==> config.mk <==
export PLATFORM = sky130hd
export DESIGN_NAME = buffer_owner_ctrl
export DESIGN_NICKNAME = d
export VERILOG_FILES = /design/src/rtl/buffer_owner_ctrl_pkg.sv /design/src/rtl/buffer_owner_ctrl_bufid_fifo2.sv /design/src/rtl/buffer_owner_ctrl.sv
export SDC_FILE = /design/constraint.sdc
export NUM_CORES = 1
export LEC_CHECK = 0
export ABC_AREA = 1
export CAP_MARGIN = 15
export CORE_AREA = 2 2 79 51
export CTS_CLUSTER_SIZE = 16
export DETAILED_ROUTE_END_ITERATION = 12
export DIE_AREA = 0 0 81 53
export PLACE_DENSITY = 0.8
export SKIP_LAST_GASP = 1
export SLEW_MARGIN = 20
export SYNTH_ARGS = -nofsm -noshare
export SYNTH_HDL_FRONTEND = slang
export SYNTH_HIERARCHICAL = 1
export SYNTH_SLANG_ARGS = --single-unit
==> constraint.sdc <==
create_clock -name clk -period 2.47 [get_ports clk]
set_input_delay 0.741 -clock clk [delete_from_list [all_inputs] [get_ports clk]]
set_output_delay 0.741 -clock clk [all_outputs]
set_load 0.02 [all_outputs]
==> src/rtl/buffer_owner_ctrl_pkg.sv <==
// Shared definitions for the packet-buffer ownership controller:
// select encoding, per-buffer state enum and buffer count.
package buffer_owner_ctrl_pkg;

    localparam int NUM_BUFS = 3;

    localparam logic [1:0] SEL_NONE = 2'b00;
    localparam logic [1:0] SEL_PING = 2'b01;
    localparam logic [1:0] SEL_PANG = 2'b10;
    localparam logic [1:0] SEL_PUNG = 2'b11;

    typedef enum logic [2:0] {
        ST_FREE,
        ST_SN,
        ST_CPUQ,
        ST_CPU,
        ST_FWDQ,
        ST_FWD
    } buf_st_e;

    function automatic logic [1:0] idx2sel(input int i);
        return 2'(i + 1);
    endfunction

endpackage

==> src/rtl/buffer_owner_ctrl_bufid_fifo2.sv <==
// Two-entry FIFO of 2-bit buffer ids; push and pop may coincide.
// Pop on empty and push on full (without pop) are ignored.
module bufid_fifo2
    import buffer_owner_ctrl_pkg::*;
(
    input  logic       clk,
    input  logic       rst,
    input  logic       push,
    input  logic       pop,
    input  logic [1:0] din,
    output logic [1:0] head,
    output logic       empty,
    output logic       full
);

    logic [1:0] head_q, head_d;
    logic [1:0] tail_q, tail_d;
    logic [1:0] cnt_q, cnt_d;
    logic       do_pop;
    logic       do_push;

    assign do_pop  = pop && (cnt_q != 2'd0);
    assign do_push = push && ((cnt_q != 2'd2) || do_pop);

    always_comb begin
        head_d = head_q;
        tail_d = tail_q;
        cnt_d  = cnt_q;
        if (do_pop) begin
            head_d = tail_q;
            cnt_d  = cnt_q - 2'd1;
        end
        if (do_push) begin
            if (cnt_d == 2'd0) head_d = din;
            else               tail_d = din;
            cnt_d = cnt_d + 2'd1;
        end
    end

    always_ff @(posedge clk or posedge rst) begin
        if (rst) begin
            head_q <= SEL_NONE;
            tail_q <= SEL_NONE;
            cnt_q  <= 2'd0;
        end else begin
            head_q <= head_d;
            tail_q <= tail_d;
            cnt_q  <= cnt_d;
        end
    end

    assign head  = head_q;
    assign empty = (cnt_q == 2'd0);
    assign full  = (cnt_q == 2'd2);

endmodule

==> src/rtl/buffer_owner_ctrl.sv <==
// Ownership controller rotating ping/pang/pung between snooper, CPU and forwarder.
// Optional statistics counters are enabled with BUFCTRL_STATS_EN.
module buffer_owner_ctrl
    import buffer_owner_ctrl_pkg::*;
#(
    parameter int STATS_WIDTH = 32
) (
    input  logic       clk,
    input  logic       rst,
    input  logic       sn_done,
    input  logic       cpu_acc,
    input  logic       cpu_rej,
    input  logic       fwd_done,
    output logic [1:0] sn_sel,
    output logic [1:0] cpu_sel,
    output logic [1:0] fwd_sel,
    output logic       sn_rdy,
    output logic       cpu_rdy,
    output logic       fwd_rdy
`ifdef BUFCTRL_STATS_EN
    ,
    output logic [STATS_WIDTH-1:0] stat_accepted,
    output logic [STATS_WIDTH-1:0] stat_rejected,
    output logic [STATS_WIDTH-1:0] stat_sn_stall_cycles
`endif
);

    buf_st_e    st_q [NUM_BUFS];
    buf_st_e    st_d [NUM_BUFS];
    logic [1:0] sn_sel_q, sn_sel_d;
    logic [1:0] cpu_sel_q, cpu_sel_d;
    logic [1:0] fwd_sel_q, fwd_sel_d;

    logic       sn_fire, acc, rej, fwd_fire;
    logic       cpu_free, fwd_free;
    logic       cpu_bypass, fwd_bypass;
    logic       cq_push, cq_pop, cq_empty, cq_full;
    logic       fq_push, fq_pop, fq_empty, fq_full;
    logic [1:0] cq_head, fq_head;

    // Reject wins when the CPU raises both verdicts.
    assign sn_fire  = sn_done && sn_rdy;
    assign rej      = cpu_rej && cpu_rdy;
    assign acc      = cpu_acc && !cpu_rej && cpu_rdy;
    assign fwd_fire = fwd_done && fwd_rdy;

    assign cpu_free   = !cpu_rdy || acc || rej;
    assign fwd_free   = !fwd_rdy || fwd_fire;
    assign cpu_bypass = sn_fire && cpu_free && cq_empty;
    assign fwd_bypass = acc && fwd_free && fq_empty;
    assign cq_push    = sn_fire && !cpu_bypass;
    assign cq_pop     = cpu_free && !cq_empty;
    assign fq_push    = acc && !fwd_bypass;
    assign fq_pop     = fwd_free && !fq_empty;

    bufid_fifo2 u_cpu_q (
        .clk   (clk),
        .rst   (rst),
        .push  (cq_push),
        .pop   (cq_pop),
        .din   (sn_sel_q),
        .head  (cq_head),
        .empty (cq_empty),
        .full  (cq_full)
    );

    bufid_fifo2 u_fwd_q (
        .clk   (clk),
        .rst   (rst),
        .push  (fq_push),
        .pop   (fq_pop),
        .din   (cpu_sel_q),
        .head  (fq_head),
        .empty (fq_empty),
        .full  (fq_full)
    );

    always_ff @(posedge clk or posedge rst) begin
        if (rst) begin
            st_q[0] <= ST_SN;
            for (int i = 1; i < NUM_BUFS; i++) st_q[i] <= ST_FREE;
            sn_sel_q  <= SEL_PING;
            cpu_sel_q <= SEL_NONE;
            fwd_sel_q <= SEL_NONE;
        end else begin
            st_q      <= st_d;
            sn_sel_q  <= sn_sel_d;
            cpu_sel_q <= cpu_sel_d;
            fwd_sel_q <= fwd_sel_d;
        end
    end

    always_comb begin
        st_d      = st_q;
        sn_sel_d  = sn_sel_q;
        cpu_sel_d = cpu_sel_q;
        fwd_sel_d = fwd_sel_q;

        if (cpu_free) begin
            if (cq_pop)          cpu_sel_d = cq_head;
            else if (cpu_bypass) cpu_sel_d = sn_sel_q;
            else                 cpu_sel_d = SEL_NONE;
        end
        if (fwd_free) begin
            if (fq_pop)          fwd_sel_d = fq_head;
            else if (fwd_bypass) fwd_sel_d = cpu_sel_q;
            else                 fwd_sel_d = SEL_NONE;
        end

        for (int i = 0; i < NUM_BUFS; i++) begin
            if (rej && idx2sel(i) == cpu_sel_q)
                st_d[i] = ST_FREE;
            if (fwd_fire && idx2sel(i) == fwd_sel_q)
                st_d[i] = ST_FREE;
            if (sn_fire && idx2sel(i) == sn_sel_q)
                st_d[i] = cpu_bypass ? ST_CPU : ST_CPUQ;
            if (acc && idx2sel(i) == cpu_sel_q)
                st_d[i] = fwd_bypass ? ST_FWD : ST_FWDQ;
            if (cq_pop && idx2sel(i) == cq_head)
                st_d[i] = ST_CPU;
            if (fq_pop && idx2sel(i) == fq_head)
                st_d[i] = ST_FWD;
        end

        // Snooper grabs the lowest free buffer, including ones freed now.
        if (!sn_rdy || sn_fire) begin
            sn_sel_d = SEL_NONE;
            for (int i = NUM_BUFS - 1; i >= 0; i--)
                if (st_d[i] == ST_FREE) sn_sel_d = idx2sel(i);
        end
        for (int i = 0; i < NUM_BUFS; i++)
            if (sn_sel_d != SEL_NONE && idx2sel(i) == sn_sel_d)
                st_d[i] = ST_SN;
    end

    always_comb begin
        sn_sel  = sn_sel_q;
        cpu_sel = cpu_sel_q;
        fwd_sel = fwd_sel_q;
        sn_rdy  = (sn_sel_q != SEL_NONE);
        cpu_rdy = (cpu_sel_q != SEL_NONE);
        fwd_rdy = (fwd_sel_q != SEL_NONE);
    end

`ifdef BUFCTRL_STATS_EN
    localparam logic [STATS_WIDTH-1:0] SAT = '1;

    logic [STATS_WIDTH-1:0] acc_cnt_q, acc_cnt_d;
    logic [STATS_WIDTH-1:0] rej_cnt_q, rej_cnt_d;
    logic [STATS_WIDTH-1:0] stall_cnt_q, stall_cnt_d;

    always_comb begin
        acc_cnt_d   = acc_cnt_q;
        rej_cnt_d   = rej_cnt_q;
        stall_cnt_d = stall_cnt_q;
        if (acc && acc_cnt_q != SAT)
            acc_cnt_d = acc_cnt_q + 1'b1;
        if (rej && rej_cnt_q != SAT)
            rej_cnt_d = rej_cnt_q + 1'b1;
        if (!sn_rdy && stall_cnt_q != SAT)
            stall_cnt_d = stall_cnt_q + 1'b1;
    end

    always_ff @(posedge clk or posedge rst) begin
        if (rst) begin
            acc_cnt_q   <= '0;
            rej_cnt_q   <= '0;
            stall_cnt_q <= '0;
        end else begin
            acc_cnt_q   <= acc_cnt_d;
            rej_cnt_q   <= rej_cnt_d;
            stall_cnt_q <= stall_cnt_d;
        end
    end

    assign stat_accepted        = acc_cnt_q;
    assign stat_rejected        = rej_cnt_q;
    assign stat_sn_stall_cycles = stall_cnt_q;
`endif

endmodule
; Word-level counts from Yosys, hierarchy flattened
; Cells that the tools add are included.
[totals]
reg_bits = 27
in_bits = 6
out_inout_bits = 9
wordCells = 146
[op_classes]
n_addsub = 4
eq_ne = 20
n_mux = 41
n_bitwise = 2
n_reduce_logical = 67
[op_table]
columns = operator, n
row1 = 2-to-1 mux 3 bit, 21
row2 = logical AND 1 bit, 38
row3 = 2-to-1 mux 2 bit, 18
row4 = == test 2 bit (first input constant), 12
row5 = == test 1 x 2 -> 1 bit (first input constant), 6
row6 = nonzero test 2 bit, 6
row7 = logical NOT 3 bit, 3
row8 = logical NOT 1 bit, 8
row9 = logical NOT 2 bit, 4
row10 = logical OR 1 bit, 6
row11 = adder 2 x 1 -> 2 bit (second input constant), 2
row12 = inequality test 2 bit (second input constant), 2
row13 = AND reduction 2 bit, 2
row14 = subtractor 2 x 1 -> 2 bit (second input constant), 2
row15 = 2-to-1 mux 1 bit, 2
row16 = inverter 1 bit, 2

; Logic depth before layout (Yosys ltp)
; Gate-level depths: netlist (run 1).
[depth]
depth_word = 20
mapped_depth = 15
depth_no_buf = 15

; By module
; The synthesis (run 1) kept the hierarchy.
[modules_own_cells]
columns = mod, instances, cells_each, area_per_inst_um2, seq_area_each_um2
row1 = buffer_owner_ctrl, 1, 179, 1187.4, 377.9
row2 = bufid_fifo2, 2, 56, 424.2, 150.1

; Least setup slack after synthesis (run 1)
; OpenSTA, ideal clock, no wires.
[synth_timing]
kind = register to register
startpoint = register cpu_sel_q[1] (netlist: cpu_sel[1])
endpoint = register u_cpu_q.tail_q[1]
setup_ns = 0.118
arrival_time_ns = 2.009
required_ns = 2.352
path_slack_ns = 0.343
stages_incl_launch_ff = 14
path_buffers = 0
synth_period_minus_slack_ns = 2.127
cell_sequence = dfrtp_1 > inv_2 > nand2_4 > nand2_4 > inv_1 > nor2_1 > nand2_4 > o21ai_2 > inv_1 > ha_1 > inv_1 > nand3_2 > nand2_1 > nand2_1
[synth_via]
elab_chain_len = 10
word_cells_on_any_way = 18
classes_between = mux: 1 / bitwise: 1 / reduce/logical: 16
[synth_rtl]
columns = item, line
row1 = start: declaration, buffer_owner_ctrl.sv:31  ; logic [1:0] cpu_sel_q, cpu_sel_d;
row2 = start signal: assignment, buffer_owner_ctrl.sv:88  ; cpu_sel_q <= cpu_sel_d;
row3 = nonzero test 2 bit (*), buffer_owner_ctrl.sv:141  ; cpu_rdy = (cpu_sel_q != SEL_NONE);
row4 = via cpu_rdy, buffer_owner_ctrl.sv:18  ; output logic cpu_rdy,
row5 = logical NOT 1 bit / logical AND 1 bit (equally long branches), "buffer_owner_ctrl.sv:47, buffer_owner_ctrl.sv:44"
row6 = logical OR 1 bit, buffer_owner_ctrl.sv:47  ; assign cpu_free = !cpu_rdy || acc || rej;
row7 = logical OR 1 bit (*), buffer_owner_ctrl.sv:47
row8 = logical AND 1 bit (*), buffer_owner_ctrl.sv:52  ; assign cq_pop = cpu_free && !cq_empty;
row9 = via cq_pop, buffer_owner_ctrl.sv:37  ; logic cq_push, cq_pop, cq_empty, cq_full;
row10 = logical AND 1 bit (*), buffer_owner_ctrl_bufid_fifo2.sv:22  ; assign do_pop = pop && (cnt_q != 2'd0);
row11 = 2-to-1 mux 2 bit, buffer_owner_ctrl_bufid_fifo2.sv:29  ; if (do_pop) begin
row12 = logical NOT 2 bit, buffer_owner_ctrl_bufid_fifo2.sv:34  ; if (cnt_d == 2'd0) head_d = din;
row13 = inverter 1 bit (no line), -
row14 = AND reduction 2 bit (no line) (*), -
row15 = end signal: assignment, buffer_owner_ctrl_bufid_fifo2.sv:47  ; tail_q <= tail_d;
row16 = end: declaration, buffer_owner_ctrl_bufid_fifo2.sv:17  ; logic [1:0] tail_q, tail_d;
; Mark *: on every way through the listed nets, which the timed path passes. The rest lies on a longest branch.
; A chain may end at the register's enable or synchronous reset.

; Final worst setup path (run 1)
[layout_timing]
startpoint = register cpu_sel_q[0] (netlist: cpu_sel[0])
endpoint = output port cpu_rdy
[layout_via]
elab_chain_len = 1
[layout_rtl]
columns = item, line
row1 = nonzero test 2 bit, buffer_owner_ctrl.sv:141
row2 = end: declaration, buffer_owner_ctrl.sv:18
; Every way passes these cells.

==> results of run 1 <==
==> worst min-delay path by stage <==
stage | start | end | slack [ps] | cells after the start
after floorplan | u_cpu_q/tail_q[0] | u_cpu_q/tail_q[0] | 440 | 2
after global placement | u_fwd_q/tail_q[0] | u_fwd_q/tail_q[0] | 460 | 2
after detailed placement | u_fwd_q/tail_q[0] | u_fwd_q/tail_q[0] | 460 | 2
after CTS | u_fwd_q/tail_q[0] | u_fwd_q/tail_q[0] | 480 | 2
after global routing | u_cpu_q/tail_q[1] | u_cpu_q/tail_q[1] | 520 | 2
final | u_fwd_q/tail_q[0] | u_fwd_q/tail_q[0] | 480 | 2
==> registers in the layout, summed over array words and instances (netlist names) <==
name and cells:
st_q 9, cpu_sel 2, fwd_sel 2, sn_sel 2, u_cpu_q/cnt_q 2, u_cpu_q/head 2
u_cpu_q/tail_q 2, u_fwd_q/cnt_q 2, u_fwd_q/head 2, u_fwd_q/tail_q 2
==> repair_timing <==
action	CTS	global route
gates resized for setup	0	12
hold buffers	0	0
endpoints found under the setup margin	0	21
==> power by group <==
| part | leakage, nW | switching (mW) | internal (mW) | total [mW] |
|---|---|---|---|---|
| combinational | 1.09 | 1.58 | 1.16 | 2.74 |
| clock | 0.0228 | 0.142 | 0.116 | 0.258 |
| sequential | 0.339 | 0.174 | 0.650 | 0.824 |
| total | 1.45 | 1.90 | 1.92 | 3.82 |
==> cell usage in the layout, fill, tap and decap left out, types with 4 or more instances in the layout <==
master / count
inv_2: 9
nor2_2: 7
clkdlybuf4s50_1: 11
nand2_1: 105
nand3_2: 7
nand2_2: 11
inv_1: 32
ha_1: 6
nand4_1: 13
buf_4: 41
nand3_1: 14
nand2_4: 8
nand3b_1: 4
dfrtp_1: 24
nor2_1: 15
==> metrics by stage <==
stage | cell area, sq um | worst slack, ps | setup TNS (ps) | hold slack (ps) | std cells
2_1_floorplan | 2040 | 343 | 0 | 442 | 291
4_1_cts | 2580 | 13.0 | 0 | 481 | 395
5_1_grt | 2620 | 5.87 | 0 | 519 | 395
3_3_place_gp | 2530 | -243 | -3130 | 460 | 391
6_report | 2620 | 92.6 | 0 | 484 | 395
3_5_place_dp | 2530 | -274 | -3980 | 458 | 391
==> cell families after synthesis <==
| kind of cell | Yosys count | synth area share [%] |
|---|---|---|
| DFF | 27 | 33.3 |
| adders and majority gates | 6 | 3.69 |
| buffers and inverters | 45 | 8.42 |
| AOI/OAI and AO/OA | 19 | 6.45 |
| and+or+nand+nor | 194 | 48.1 |
==> per-layer routing <==
metal,global-route usage (%),share of wire (%)
met1,37.1,49
met5,0,0
met4,6.21,0.62
met2,40.6,45
met3,5.97,5.5
==> layout make-up <==
cell class | instances | share of cell area [%]
Timing Repair Buffer | 55 | 17.4
Sequential cell | 27 | 26.0
Inverter | 43 | 6.17
Clock buffer | 4 | 1.72
Multi-Input combinational cell | 219 | 46.5
Tap cell | 47 | 2.25
==> tightest hold or removal path, stage by stage, from the launching register on <==
cell and delay, ps:
dfrtp_1 360, nand2_1 50, nand2_1 40
==> flow_metrics.tcl, run 1 <==
set metrics [dict create \
    seqCellArea_sq_um 679 \
    synth_common_cells "106 x nand2_1, 32 x inv_1, 25 x dfrtp_1, 18 x nor2_1, 15 x nand3_1" \
    critical_path.endpoint "cpu_rdy" \
    synth_area_per_cell_sq_um 7.00 \
    dieWidth_microns 81 \
    cp_num_cells 3 \
    drt_iter0_drc 150 \
    drc 0 \
    numCtsBuffers 3 \
    ios 15 \
    worstSetupStartpointType "flip-flop" \
    reg2reg_to "st_q[4]" \
    core_region_area_sq_um 3530 \
    grt_max_degree 16 \
    diodes 0 \
    initial_core_util_pct 57.7 \
    grt_setup_unrepaired "true" \
    yosysTopAreaCell "dfrtp_1" \
    drv_cap 0 \
    clock_skew_ps 4.23 \
    period_share_pct 96.3 \
    rr_worst_depth 15 \
    hp-class "flip-flop to flip-flop" \
    worst_slew_pin_slew_ps 663 \
    p_leak_nw 1.45 \
    clkTransAtPathRegs_ps 90 \
    maxSlewHeadroom_pct 55.7 \
    synthTopCellsByArea "dfrtp_1 31%, nand2_1 20%, inv_1 5.9%" \
    hpwlAfterDp_microns 3940 \
    insertion_delay_ps 280 \
    max_freq_ghz 0.421 \
    drtAntennaViolNets 0 \
    synth-edff-count 0 \
    slowest_stage "clkdlybuf4s50_1" \
    cp_max_fo 8 \
    area_growth_pct 28.5 \
    cts_tree "built" \
    finalCriticalPeriod_ps 2380 \
    p_total_mw 3.82 \
    synth_fp_nets 303 \
    gp_congestion 0.860 \
    status "complete, no violations" \
    htree_levels 1 \
    r2r_slack_ps 280 \
    clock_sinks 27 \
    cp_data_required_time_ps 1730 \
    cellPowerDensity_nw_per_um2 1460 \
    cpLargestDelayFamily "buffers and inverters" \
    netlist_area_sq_um 2040 \
    numPortBuffers 14 \
    multi_input_area_sq_um 1210 \
    grt_pass1_vias 1811 \
    drive_above_1_share_pct 28.7 \
    end_kind "output pin" \
    crit_type "flip-flop to output pin" \
    irDropWorstVdd_v 0.00104 \
    die_height_microns 53 \
    grt_pass1_wl_microns 8310 \
    crit_buf_inv 2 \
    drtPass1Iterations 4 \
    crit_arrival_ps 1640 \
    grt_usage_pct 26.2 \
    yosysWarningCount 6 \
    gr-total-overflow 0 \
    cts_setup_buffers 0 \
    timing.rr.start "u_fwd_q/cnt_q[0]" \
    synth_most_common_cell "nand2_1" \
    ys.flop_type "dfrtp_1" \
    async_flop_share_pct 100 \
    routedWlPerCell_microns 12.6 \
    ys_seq_area_share_pct 33.3 \
    synth_top_area_share_pct 30.7 \
    synthDistinctLibCells 30 \
    routed_wl_microns 4970 \
    clockBufferDepth 2 \
    root_buffer "clkbuf_8" \
    synth-seq-cells 27 \
    design.die.area_sq_um 4290 \
    routed_via_density 5.20 \
    slew_viol_final 0 \
    path_cells "inv_2 -> nand2_4 -> clkdlybuf4s50_1" \
    cp-startpoint "cpu_sel[0]" \
    rows 17 \
    num_vias 2054 \
    postSynthCellCount 291 \
    final_hold_viol_count 0 \
    setup_viol_count_final 0 \
    antenna_found_initial 0 \
    fillers 290 \
    fin_util_pct 74.1 \
    final_nets 361 \
    crit_path_max_incr_delay_ps 600 \
]
Power figures use the tool's default switching activity.
==> run 2, diff against run 1 <==
==> constraint.sdc (replaced) <==
create_clock -name clk -period 2.47 [get_ports clk]
set_input_delay 0.741 -clock clk [delete_from_list [all_inputs] [get_ports clk]]
set_output_delay 0.741 -clock clk [all_outputs]
set_load 0.01 [all_outputs]
==> flow_metrics.tcl, run 2 (synthesis results as in run 1) <==
set metrics [dict create \
    rows 17 \
    period_share_pct 97.1 \
    diodes 0 \
    clockBufferDepth 2 \
    drc 0 \
    dp.cells 391 \
    clkTransAtPathRegs_ps 90 \
    slowest_stage "dfstp_2" \
    max_freq_ghz 0.417 \
    gp_congestion 0.860 \
    setup_viol_count_final 0 \
    cp_max_fo 8 \
    antenna_found_initial 0 \
    insertion_delay_ps 270 \
    switchingPower_mw 1.84 \
    p_leak_nw 1.44 \
    initial_core_util_pct 57.7 \
    clock_sinks 27 \
    cp_data_required_time_ps 1730 \
    drtAntennaViolNets 0 \
    sequentialPowerShare_pct 21.8 \
    hold_buffers 0 \
    drive_above_1_share_pct 28.4 \
    routedWlPerCell_microns 12.5 \
    final_area_sq_um 2610 \
    grt_pass1_vias 1811 \
    numPortBuffers 14 \
    fillers 292 \
    root_buffer "clkbuf_8" \
    largest_reg_flops 9 \
    core_region_area_sq_um 3530 \
    hp-class "flip-flop to flip-flop" \
    design.die.area_sq_um 4290 \
    cts_resized 0 \
    routed_via_density 5.21 \
    p_sw_share_pct 48.9 \
    ios 15 \
    place_area_sq_um 2530 \
    p_clk_share_pct 6.8 \
    grt_setup_unrepaired "true" \
    finalCriticalPeriod_ps 2400 \
    numCtsBuffers 3 \
    routed_wl_microns 4960 \
    seqCellArea_sq_um 678 \
    slew_viol_final 0 \
    status "complete, no violations" \
    clock_skew_ps 4.45 \
    r2r_slack_ps 280 \
    fin_cells 395 \
    die_height_microns 53 \
    cts_setup_buffers 0 \
    irDropWorstVdd_v 0.00101 \
    grt_max_degree 16 \
    grt_pass1_wl_microns 8310 \
    area_growth_pct 28.3 \
    drt_iter0_drc 150 \
    worstSetupStartpointType "flip-flop" \
    worst_slew_pin_slew_ps 663 \
    gr-total-overflow 0 \
    multi_input_area_sq_um 1210 \
    final_hold_viol_count 0 \
    internal_power_mw 1.92 \
    regMostFlops "st_q" \
    path_cells "inv_1 -> nand2_1 -> clkdlybuf4s50_1" \
    maxSlewHeadroom_pct 55.8 \
    power.share.combinational_pct 71.4 \
    final_nets 361 \
    hpwlAfterDp_microns 3940 \
    crit_path_max_incr_delay_ps 630 \
    holdWs_ps 484 \
    crit_buf_inv 2 \
    htree_levels 1 \
    cellPowerDensity_nw_per_um2 1440 \
    drtPass1Iterations 4 \
    grt_usage_pct 26.2 \
    layout_common_cells "105 x nand2_1, 41 x buf_4, 32 x inv_1, 25 x dfrtp_1, 15 x nor2_1" \
    end_kind "output pin" \
    dieWidth_microns 81 \
    num_vias 2058 \
    crit_arrival_ps 1660 \
    drv_cap 0 \
    crit_type "flip-flop to output pin" \
    final_common_cell "nand2_1" \
    cts_tree "built" \
    cpLargestDelayFamily "buffers and inverters" \
]
==> run 2: changes by cell type in the layout (fill, tap and decap cells not counted) <==
cell,delta
clkdlybuf4s50_1,+1
dfrtp_1,+1
dlymetal6s2s_1,-1
dfrtp_2,-1
==> run 2: path summary, 6_finish.rpt <==
| check | from | to | cells past startpoint |
|---|---|---|---|
| worst max-delay path | sn_sel[0] | sn_rdy | 3 |
| min in group asynchronous | rst | u_fwd_q/tail_q[1] | 2 |
| worst min-delay path | u_fwd_q/tail_q[0] | u_fwd_q/tail_q[0] | 2 |
| worst max register to register | u_fwd_q/cnt_q[0] | st_q[4] | 15 |
| worst min register to register | u_fwd_q/tail_q[0] | u_fwd_q/tail_q[0] | 2 |
| max in group asynchronous | rst | fwd_sel[1] | 2 |
==> run 2: cell type report <==
type | instances | share of cell area [%]
multi-input combinational | 219 | 46.5
sequential | 27 | 26.0
timing repair buffer | 55 | 17.3
inverter | 43 | 6.18
tap | 47 | 2.25
clock buffer | 4 | 1.72
==> run 2: per-stage QoR <==
stage	power [mW]	util, %	TNS, ps	setup slack [ps]
2_1_floorplan	2.47	-	0	343
3_3_place_gp	3.36	71.7	-3130	-243
3_5_place_dp	3.44	71.7	-3980	-274
4_1_cts	3.72	73.0	0	15.9
5_1_grt	4.13	74.0	-4.02	-4.02
6_report	3.77	74.0	0	72.6
==> run 2: worst min-delay path, delay by kind of cell, from the launching register on <==
| kind | cells | cell delay (ps) |
|---|---|---|
| DFF | 1 | 360 |
| and+or+nand+nor | 2 | 90 |
==> run 2: power by group through the flow <==
stage          Clock (mW)  Combinational, mW  Sequential [mW]
6_report            0.257               2.69            0.822
5_1_grt             0.288               3.00            0.842
4_1_cts             0.262               2.64            0.813
3_5_place_dp            0               2.62            0.822
3_3_place_gp            0               2.54            0.819
2_1_floorplan           0               1.67            0.796
==> run 2: layer usage <==
| metal | GRT usage, % | wire length [microns] |
|---|---|---|
| met5 | 0 | 0 |
| met4 | 6.21 | 38 |
| met3 | 5.97 | 241 |
| met2 | 40.6 | 2220 |
| met1 | 37.1 | 2450 |
